<file path="src/rtl/dbg_arb_pkg.sv">
// Shared types for the debug/uP memory arbiter: command encoding, FSM states, field widths.
// Latency: n/a (type definitions only).
// Backpressure: n/a.
package dbg_arb_pkg;

  localparam int CMD_W = 2;
  localparam int CH_W  = 3;

  typedef enum logic [CMD_W-1:0] {
    NOP  = 2'b00,
    RD   = 2'b01,
    WR   = 2'b10,
    RDPC = 2'b11
  } dbg_cmd_e;

  typedef enum logic [2:0] {
    IDLE  = 3'd0,
    ACQ   = 3'd1,
    ISSUE = 3'd2,
    WAIT  = 3'd3,
    RESP  = 3'd4
  } arb_state_e;

endpackage

</file>
<file path="src/rtl/dbg_chan_mux.sv">
// Steers one memory channel either straight from the uP master or from the debug engine.
// Latency: purely combinational, zero cycles in both modes.
// Backpressure: none here; while owned the uP sees done/rdata forced low (stall is driven by the top).
module dbg_chan_mux
  import dbg_arb_pkg::*;
#(
  parameter int AW = 32,
  parameter int DW = 32
) (
  input  logic          owned,
  input  logic          dbg_start,
  input  logic          dbg_read,
  input  logic          dbg_write,
  input  logic [AW-1:0] dbg_addr,
  input  logic [DW-1:0] dbg_wdata,
  input  logic [AW-1:0] up_addr,
  input  logic [DW-1:0] up_wdata,
  input  logic          up_read,
  input  logic          up_write,
  input  logic          up_start,
  output logic [DW-1:0] up_rdata,
  output logic          up_done,
  output logic [AW-1:0] mem_addr,
  output logic [DW-1:0] mem_wdata,
  output logic          mem_read,
  output logic          mem_write,
  output logic          mem_start,
  input  logic [DW-1:0] mem_rdata,
  input  logic          mem_done
);

  // Select the request source and hide memory responses from the uP while debug owns the port
  always_comb begin
    if (owned) begin
      mem_addr  = dbg_addr;
      mem_wdata = dbg_wdata;
      mem_read  = dbg_read;
      mem_write = dbg_write;
      mem_start = dbg_start;
      up_rdata  = '0;
      up_done   = 1'b0;
    end else begin
      mem_addr  = up_addr;
      mem_wdata = up_wdata;
      mem_read  = up_read;
      mem_write = up_write;
      mem_start = up_start;
      up_rdata  = mem_rdata;
      up_done   = mem_done;
    end
  end

endmodule

</file>
<file path="src/rtl/debug_mem_arbiter.sv">
// Serialises single debug RD/WR/RDPC commands onto NCH uP memory ports without breaking uP transfers.
// Latency: uP pass-through adds 0 cycles; debug RDPC/bad-channel completes 2 cycles after accept.
// Backpressure: one command outstanding (dbg_ready low when busy); optional DBG_TIMEOUT_EN WAIT watchdog.
module debug_mem_arbiter
  import dbg_arb_pkg::*;
#(
  parameter int NCH  = 2,
  parameter int AW   = 32,
  parameter int DW   = 32,
  parameter int TOUT = 255
) (
  input  logic               clk,
  input  logic               reset,
  input  logic [NCH*AW-1:0]  up_addr,
  input  logic [NCH*DW-1:0]  up_wdata,
  input  logic [NCH-1:0]     up_read,
  input  logic [NCH-1:0]     up_write,
  input  logic [NCH-1:0]     up_start,
  output logic [NCH*DW-1:0]  up_rdata,
  output logic [NCH-1:0]     up_done,
  output logic [NCH-1:0]     up_stall,
  output logic [NCH*AW-1:0]  mem_addr,
  output logic [NCH*DW-1:0]  mem_wdata,
  output logic [NCH-1:0]     mem_read,
  output logic [NCH-1:0]     mem_write,
  output logic [NCH-1:0]     mem_start,
  input  logic [NCH*DW-1:0]  mem_rdata,
  input  logic [NCH-1:0]     mem_done,
  input  logic               dbg_valid,
  input  logic [CMD_W-1:0]   dbg_cmd,
  input  logic [CH_W-1:0]    dbg_ch,
  input  logic [AW-1:0]      dbg_addr,
  input  logic [DW-1:0]      dbg_wdata,
  input  logic [AW-1:0]      dbg_pc,
  output logic               dbg_ready,
  output logic               dbg_rvalid,
  output logic [DW-1:0]      dbg_rdata,
  output logic               dbg_err
);

  // dbg_pc is returned on the data bus, so address and data must share a width
  if (NCH < 1 || NCH > 8 || AW != DW || TOUT < 1 || TOUT > 255) begin : g_param_check
    $error("debug_mem_arbiter: unsupported parameter combination");
  end

  arb_state_e      state;
  dbg_cmd_e        cmd_q;
  logic [CH_W-1:0] ch_q;
  logic [AW-1:0]   addr_q;
  logic [DW-1:0]   wdata_q;

  logic [NCH-1:0]  busy;
  logic [NCH-1:0]  sel;
  logic [NCH-1:0]  owned;

  logic            own_phase;
  logic            dbg_start_s;
  logic            dbg_read_s;
  logic            dbg_write_s;
  logic            sel_busy;
  logic            sel_start;
  logic            sel_done;
  logic [DW-1:0]   sel_rdata;

`ifdef DBG_TIMEOUT_EN
  logic [7:0]      wait_cnt;
  logic            wait_expired;
  assign wait_expired = (wait_cnt == 8'(TOUT - 1));
`endif

  // Debug drives the port only in ISSUE/WAIT; ACQ merely stalls the uP while it drains
  assign own_phase   = (state == ISSUE) || (state == WAIT);
  assign dbg_start_s = (state == ISSUE);
  assign dbg_read_s  = own_phase && (cmd_q == RD);
  assign dbg_write_s = own_phase && (cmd_q == WR);

  for (genvar c = 0; c < NCH; c++) begin : g_chan
    assign sel[c]      = (ch_q == CH_W'(c));
    assign owned[c]    = sel[c] && own_phase;
    assign up_stall[c] = sel[c] && ((state == ACQ) || own_phase);

    dbg_chan_mux #(
      .AW(AW),
      .DW(DW)
    ) u_mux (
      .owned     (owned[c]),
      .dbg_start (dbg_start_s),
      .dbg_read  (dbg_read_s),
      .dbg_write (dbg_write_s),
      .dbg_addr  (addr_q),
      .dbg_wdata (wdata_q),
      .up_addr   (up_addr[c*AW +: AW]),
      .up_wdata  (up_wdata[c*DW +: DW]),
      .up_read   (up_read[c]),
      .up_write  (up_write[c]),
      .up_start  (up_start[c]),
      .up_rdata  (up_rdata[c*DW +: DW]),
      .up_done   (up_done[c]),
      .mem_addr  (mem_addr[c*AW +: AW]),
      .mem_wdata (mem_wdata[c*DW +: DW]),
      .mem_read  (mem_read[c]),
      .mem_write (mem_write[c]),
      .mem_start (mem_start[c]),
      .mem_rdata (mem_rdata[c*DW +: DW]),
      .mem_done  (mem_done[c])
    );
  end

  // Pick out the per-channel status bits of the latched target channel
  always_comb begin
    sel_busy  = 1'b0;
    sel_start = 1'b0;
    sel_done  = 1'b0;
    sel_rdata = '0;
    for (int c = 0; c < NCH; c++) begin
      if (sel[c]) begin
        sel_busy  = busy[c];
        sel_start = up_start[c];
        sel_done  = mem_done[c];
        sel_rdata = mem_rdata[c*DW +: DW];
      end
    end
  end

  // Track uP transfers in flight so debug never cuts into one; done beats a same-cycle start
  always_ff @(posedge clk) begin
    if (reset) begin
      busy <= '0;
    end else begin
      for (int c = 0; c < NCH; c++) begin
        if (mem_done[c]) begin
          busy[c] <= 1'b0;
        end else if (up_start[c] && !owned[c]) begin
          busy[c] <= 1'b1;
        end
      end
`ifdef DBG_TIMEOUT_EN
      if ((state == WAIT) && !sel_done && wait_expired) begin
        busy <= busy & ~sel;
      end
`endif
    end
  end

  // One-outstanding command FSM with registered handshake/result outputs
  always_ff @(posedge clk) begin
    if (reset) begin
      state      <= IDLE;
      cmd_q      <= NOP;
      ch_q       <= '0;
      addr_q     <= '0;
      wdata_q    <= '0;
      dbg_ready  <= 1'b1;
      dbg_rvalid <= 1'b0;
      dbg_rdata  <= '0;
      dbg_err    <= 1'b0;
`ifdef DBG_TIMEOUT_EN
      wait_cnt   <= '0;
`endif
    end else begin
      dbg_rvalid <= 1'b0;
      case (state)
        IDLE: begin
          if (dbg_valid && (dbg_cmd != NOP)) begin
            cmd_q     <= dbg_cmd_e'(dbg_cmd);
            ch_q      <= dbg_ch;
            addr_q    <= dbg_addr;
            wdata_q   <= dbg_wdata;
            dbg_ready <= 1'b0;
            dbg_rdata <= '0;
            dbg_err   <= 1'b0;
            if (dbg_cmd == RDPC) begin
              dbg_rdata <= DW'(dbg_pc);
              state     <= RESP;
            end else if (int'(dbg_ch) >= NCH) begin
              dbg_err <= 1'b1;
              state   <= RESP;
            end else begin
              state <= ACQ;
            end
          end
        end
        ACQ: begin
          if (!sel_busy && !sel_start) begin
            state <= ISSUE;
          end
        end
        ISSUE: begin
`ifdef DBG_TIMEOUT_EN
          wait_cnt <= '0;
`endif
          if (sel_done) begin
            dbg_rdata <= (cmd_q == RD) ? sel_rdata : '0;
            state     <= RESP;
          end else begin
            state <= WAIT;
          end
        end
        WAIT: begin
          if (sel_done) begin
            dbg_rdata <= (cmd_q == RD) ? sel_rdata : '0;
            state     <= RESP;
          end
`ifdef DBG_TIMEOUT_EN
          else if (wait_expired) begin
            dbg_err <= 1'b1;
            state   <= RESP;
          end else begin
            wait_cnt <= wait_cnt + 8'd1;
          end
`endif
        end
        RESP: begin
          dbg_rvalid <= 1'b1;
          dbg_ready  <= 1'b1;
          state      <= IDLE;
        end
        default: begin
          dbg_ready <= 1'b1;
          state     <= IDLE;
        end
      endcase
    end
  end

endmodule

</file>
<file path="config.mk">
export PLATFORM = sky130hd
export DESIGN_NAME = debug_mem_arbiter
export DESIGN_NICKNAME = d
export VERILOG_FILES = /design/src/rtl/dbg_arb_pkg.sv /design/src/rtl/dbg_chan_mux.sv /design/src/rtl/debug_mem_arbiter.sv
export SDC_FILE = /design/constraint.sdc
export NUM_CORES = 1
export LEC_CHECK = 0
export CORE_AREA = 2 2 208 210
export CTS_CLUSTER_SIZE = 14
export DETAILED_ROUTE_END_ITERATION = 10
export DIE_AREA = 0 0 210 212
export PLACE_DENSITY_LB_ADDON = 0.1
export SYNTH_ARGS = -nofsm -noshare
export SYNTH_HDL_FRONTEND = slang
export SYNTH_SLANG_ARGS = --single-unit
</file>
<file path="constraint.sdc">
create_clock -name clk -period 2.6 [get_ports clk]
set_input_delay 0.52 -clock clk [delete_from_list [all_inputs] [get_ports clk]]
set_output_delay 0.52 -clock clk [all_outputs]
set_load 0.03 [all_outputs]
</file>
# == After elaboration in Yosys (flattened, before gate mapping) ==
# Cells that the tools add are included.
# op_classes
magnitude_cmp,1
n_eq_ne,12
muxes,39
bitwise_logic,1
reduce_logical,28
# ops
op,n
$mux 32,12
$pmux 32 s2,1
$mux 1,18
$mux 3,6
$pmux 3 s4,1
$logic_and 1x1->1,10
$eq 3x1->1 const B,2
$eq 3x2->1 const B,2
$logic_not 3->1,2
$reduce_and 3->1,2
$reduce_or 2->1,3
$eq 2x2->1 const B,2
$logic_not 1->1,4
$ne 2x1->1 const B,2
$ne 2x2->1 const B,2
$reduce_and 2->1,2
$reduce_bool 2->1,2
$eq 3x3->1 const B,1
$ge 3x2->1 const B,1
$reduce_or 3->1,1
$eq 2x1->1 const B,1
$logic_or 1x1->1,2
$pmux 1 s2,1
$not 1->1,1
# word_totals
regBits,109
inputBits,304
out_inout_bits,237

# == Logic depth before layout (Yosys ltp) ==
# depth
depth_word,7
depth_mapped,8
ltp_nobuf,3

# == Cells and area by module ==
# Synthesis repeated with hierarchy kept, for this count alone.
# hier_totals
hier_cells,865
hier_area_um2,7855.0
# modules_own_cells
module,instances,cells_each,area_per_inst_um2
debug_mem_arbiter,1,643,5220.0
dbg_chan_mux,2,111,1317.5

# == Worst setup path before layout ==
# OpenSTA, ideal clock, no wires.
# synth_timing
kind,reg-to-output
start,register ch_q[0]
end,output port mem_read[0]
arrival_time_ns,1.764
slack_ns,0.316
path_stages_with_launch,8
path_buffers,4
path_cell_list,dfxtp_1 buf_4 or3_1 or2_1 buf_6 buf_6 mux2_4 buf_4
# synth_between
elab_chain_len,3
# synth_lines
element,line,rtl
from (decl),debug_mem_arbiter.sv:48,logic [CH_W-1:0] ch_q;
from (signal assigned),debug_mem_arbiter.sv:166,ch_q <= dbg_ch;
$logic_not 3->1,debug_mem_arbiter.sv:78,assign sel[c] = (ch_q == CH_W'(c));
$logic_and 1x1->1,debug_mem_arbiter.sv:79,assign owned[c] = sel[c] && own_phase;
$mux 1,dbg_chan_mux.sv:34,if (owned) begin
to (decl),debug_mem_arbiter.sv:24,"output logic [NCH-1:0] mem_read,"
# Every way passes these cells.

# == Worst setup path after layout ==
# layout_timing
start,register ch_q[1]
end,output port mem_wdata[33]
# layout_between
elab_chain_len,3
# layout_lines
element,line,rtl
$eq 3x1->1,debug_mem_arbiter.sv:78,
$logic_and 1x1->1,debug_mem_arbiter.sv:79,
$mux 32,dbg_chan_mux.sv:34,
to (decl),debug_mem_arbiter.sv:23,"output logic [NCH*DW-1:0] mem_wdata,"
# Every way passes these cells.

==> results.cfg <==
[floorplan]
core_sq_um = 42500
die_x_microns = 210
dieArea_sq_um = 44500
start_util_pct = 18.5
die_height_microns = 212
rows = 76
ios = 541

[global_routing]
track_usage_pct = 18.8
grt_overflow_total = 0
grt_pass1_vias = 8900
antenna_found_initial = 12
grt_max_degree = 75
grt_pass1_wl_microns = 62100

[routing]
wl_met2_microns = 22400
viasPerCell = 4.60
drc_errors = 0
ant_nets = 0
drtIter0Drc = 288
wl_per_cell_microns = 22.7
maxUsedRoutingLayer = met5
drt-met1-wl_microns = 17500
firstDrtPassIters = 4
wirelength_microns = 44000
met3_length_microns = 3670
via_count = 8914

[worst_hold_path]
min_from = busy[1]
hold_path_depth = 2
hold_path_class = register to register
min_to = busy[1]

[cells_and_area]
fillers = 4399
layout_commonest_cell = clkdlybuf4s50_1
area_delta_synth_final_pct = 89.7
fin_area_sq_um = 14900
final_nets = 1682
final_util_pct = 35.2
drive_gt1_share_pct = 33.0
mostFrequentLayoutCells = clkdlybuf4s50_1, buf_6, mux2_4

[synthesis]
mappedNetlistArea_sq_um = 7880
synth_flop_cell = dfxtp_1
async_flop_share_pct = 0
synth.distinct_cells = 40
ys_ff_latch = 109
ys_seq_area_share_pct = 27.7
postSynthCellCount = 873
yosys_warnings = 0
synth-edff-count = 0
synth.avg_cell_area_sq_um = 9.02
synth.net_count = 1177

[timing]
fin_crit_ns = 2.70
fin_tns_setup_ns = -4.12
setup_ws_ns = -0.0965
rsz0062_at_grt = true
hold_viol_final = 0
skew_ns = 0.00830
drv_slew = 0
finalSetupViolations = 95
max_slew_margin_pct = 43.7
timing.fmax_ghz = 0.371
tightest_slew_ns = 0.845
period_share_pct = 104

[critical_path]
critPathMaxFanout = 8
setup.worst_path.start_class = register
critPathArrivalTime_ns = 2.18
reg2reg_from = ch_q[0]
cp-end-kind = output pin
r2r_end = dbg_rdata[20]
ff2ff_path_depth = 5
cp.required_ns = 2.08
path_class = register to output pin
r2r_setup_slack_ns = 0.49

[outcome]
violations = negative setup slack
status = finished with violations

[power]
power_density_nw_per_um2 = 377
ir_worst_vdd_mv = 0.272
power_frac_comb_pct = 39.8
seqPwrFrac_pct = 33.2
clkPwrFrac_pct = 26.9
switching_share_pct = 34.1
p_total_mw = 5.64
leakagePower_nw = 6.22
power.internal_mw = 3.72
switchingPower_mw = 1.92

[clock_tree]
htreeDepth = 3
clkLatencyLatePin_ns = 0.37
clk_pin_slew_worst_paths_ns = 0.08
cts_buffer_depth = 2
cts_sinks = 109
numCtsBuffers = 9
cts_tree = built
hold_buffers = 0
cts_root_buffer = clkbuf_16

[placed_design]
gp_congestion = 0.847
place_area_sq_um = 13700
io_buffers = 540
place_ws_ns = -0.0475
dpl.hpwl_microns = 32700

[run]
cap_violations = 0
## Yosys cell counts (all sizes together) (2+ instances only)
cell type	instances	share of area, %
a211o	33	3.7
a211oi	3	0.29
a21oi	72	4.6
a221oi	32	3.6
a311oi	32	3.6
and2	67	5.3
buf	47	4.5
clkbuf	69	3.3
dfxtp	109	28
inv	4	0.19
mux2	133	25
nand2	32	1.5
nand2b	34	2.7
nand3	101	6.4
nor2	2	0.095
nor2b	2	0.16
nor3	4	0.25
nor4	2	0.16
nor4b	2	0.30
o21ai	76	4.8
or2	3	0.24
or3	3	0.24
## worst max-delay path by stage
stage / start / end / slack (ns) / cells after the start
floorplan: ch_q[0] / mem_read[0] / 0.32 / 7
global placement: ch_q[0] / mem_addr[11] / -0.03 / 5
detailed placement: ch_q[1] / mem_wdata[50] / -0.05 / 5
CTS: ch_q[0] / mem_wdata[11] / -0.17 / 6
global route: ch_q[0] / mem_wdata[11] / -0.15 / 6
finish: ch_q[1] / mem_wdata[33] / -0.1 / 6
## final cells by class
| type | instances | area [sq um] | area share [%] |
|---|---|---|---|
| tap | 546 | 683 | 4.57 |
| clock buffer | 11 | 243 | 1.62 |
| multi-input combinational | 644 | 5190 | 34.8 |
| inverter | 4 | 15.0 | 0.100 |
| clock inverter | 5 | 58.8 | 0.394 |
| timing repair buffer | 610 | 6550 | 43.8 |
| sequential | 109 | 2180 | 14.6 |
| antenna | 8 | 20.0 | 0.134 |
## per-stage QoR
| stage | instances | hold slack (ns) |
|---|---|---|
| after floorplan | 873 | 0.425 |
| after CTS | 1926 | 0.462 |
| after global routing | 1936 | 0.479 |
| after global placement | 1884 | 0.444 |
| final | 1937 | 0.462 |
| after detailed placement | 1884 | 0.446 |
## what timing repair did
action / in CTS / in global routing
pin swaps: 1 / 14
endpoints found under the setup margin: 198 / 201
cloned: 4 / 1
buffers inserted: 22 / 5
gates resized for setup: 638 / 89
## layer usage
metal / GRT usage, % / up-vias
met3: 6.34 / 23
met2: 33.4 / 365
met5: 0 / -
li1: - / 4237
met4: 5.01 / 6
met1: 21.7 / 4283
## critical path, cell delays in order (launching register included)
cell,delay [ns]
dfxtp_2,0.33
or3b_4,0.39
or2_4,0.29
buf_12,0.17
buf_12,0.15
mux2_4,0.31
buf_12,0.15
## state kept, by name (all words and copies together), names as in the netlist
register and count:
wdata_q 32, dbg_ready 1, addr_q 32, ch_q 3
dbg_rdata 32, busy 2, dbg_rvalid 1, cmd_q 2
state 3, dbg_err 1
## logic make-up after synthesis
| logic type | count (synthesis) | synth area share [%] |
|---|---|---|
| AOI/OAI and AO/OA | 254 | 21.1 |
| buffers and inverters | 120 | 7.94 |
| DFF | 109 | 27.7 |
| and+or+nand+nor | 256 | 17.9 |
| muxes | 134 | 25.4 |
## power groups by stage
stage               Clock [mW]  Combinational (mW)  Sequential [mW]
finish                    1.52                2.25             1.87
global route              1.65                2.38             1.89
CTS                       1.60                2.23             1.88
detailed placement           0                2.17             1.91
global placement             0                2.17             1.91
floorplan                    0               0.981             1.97
No activity file was read; power rests on OpenSTA's default activity.
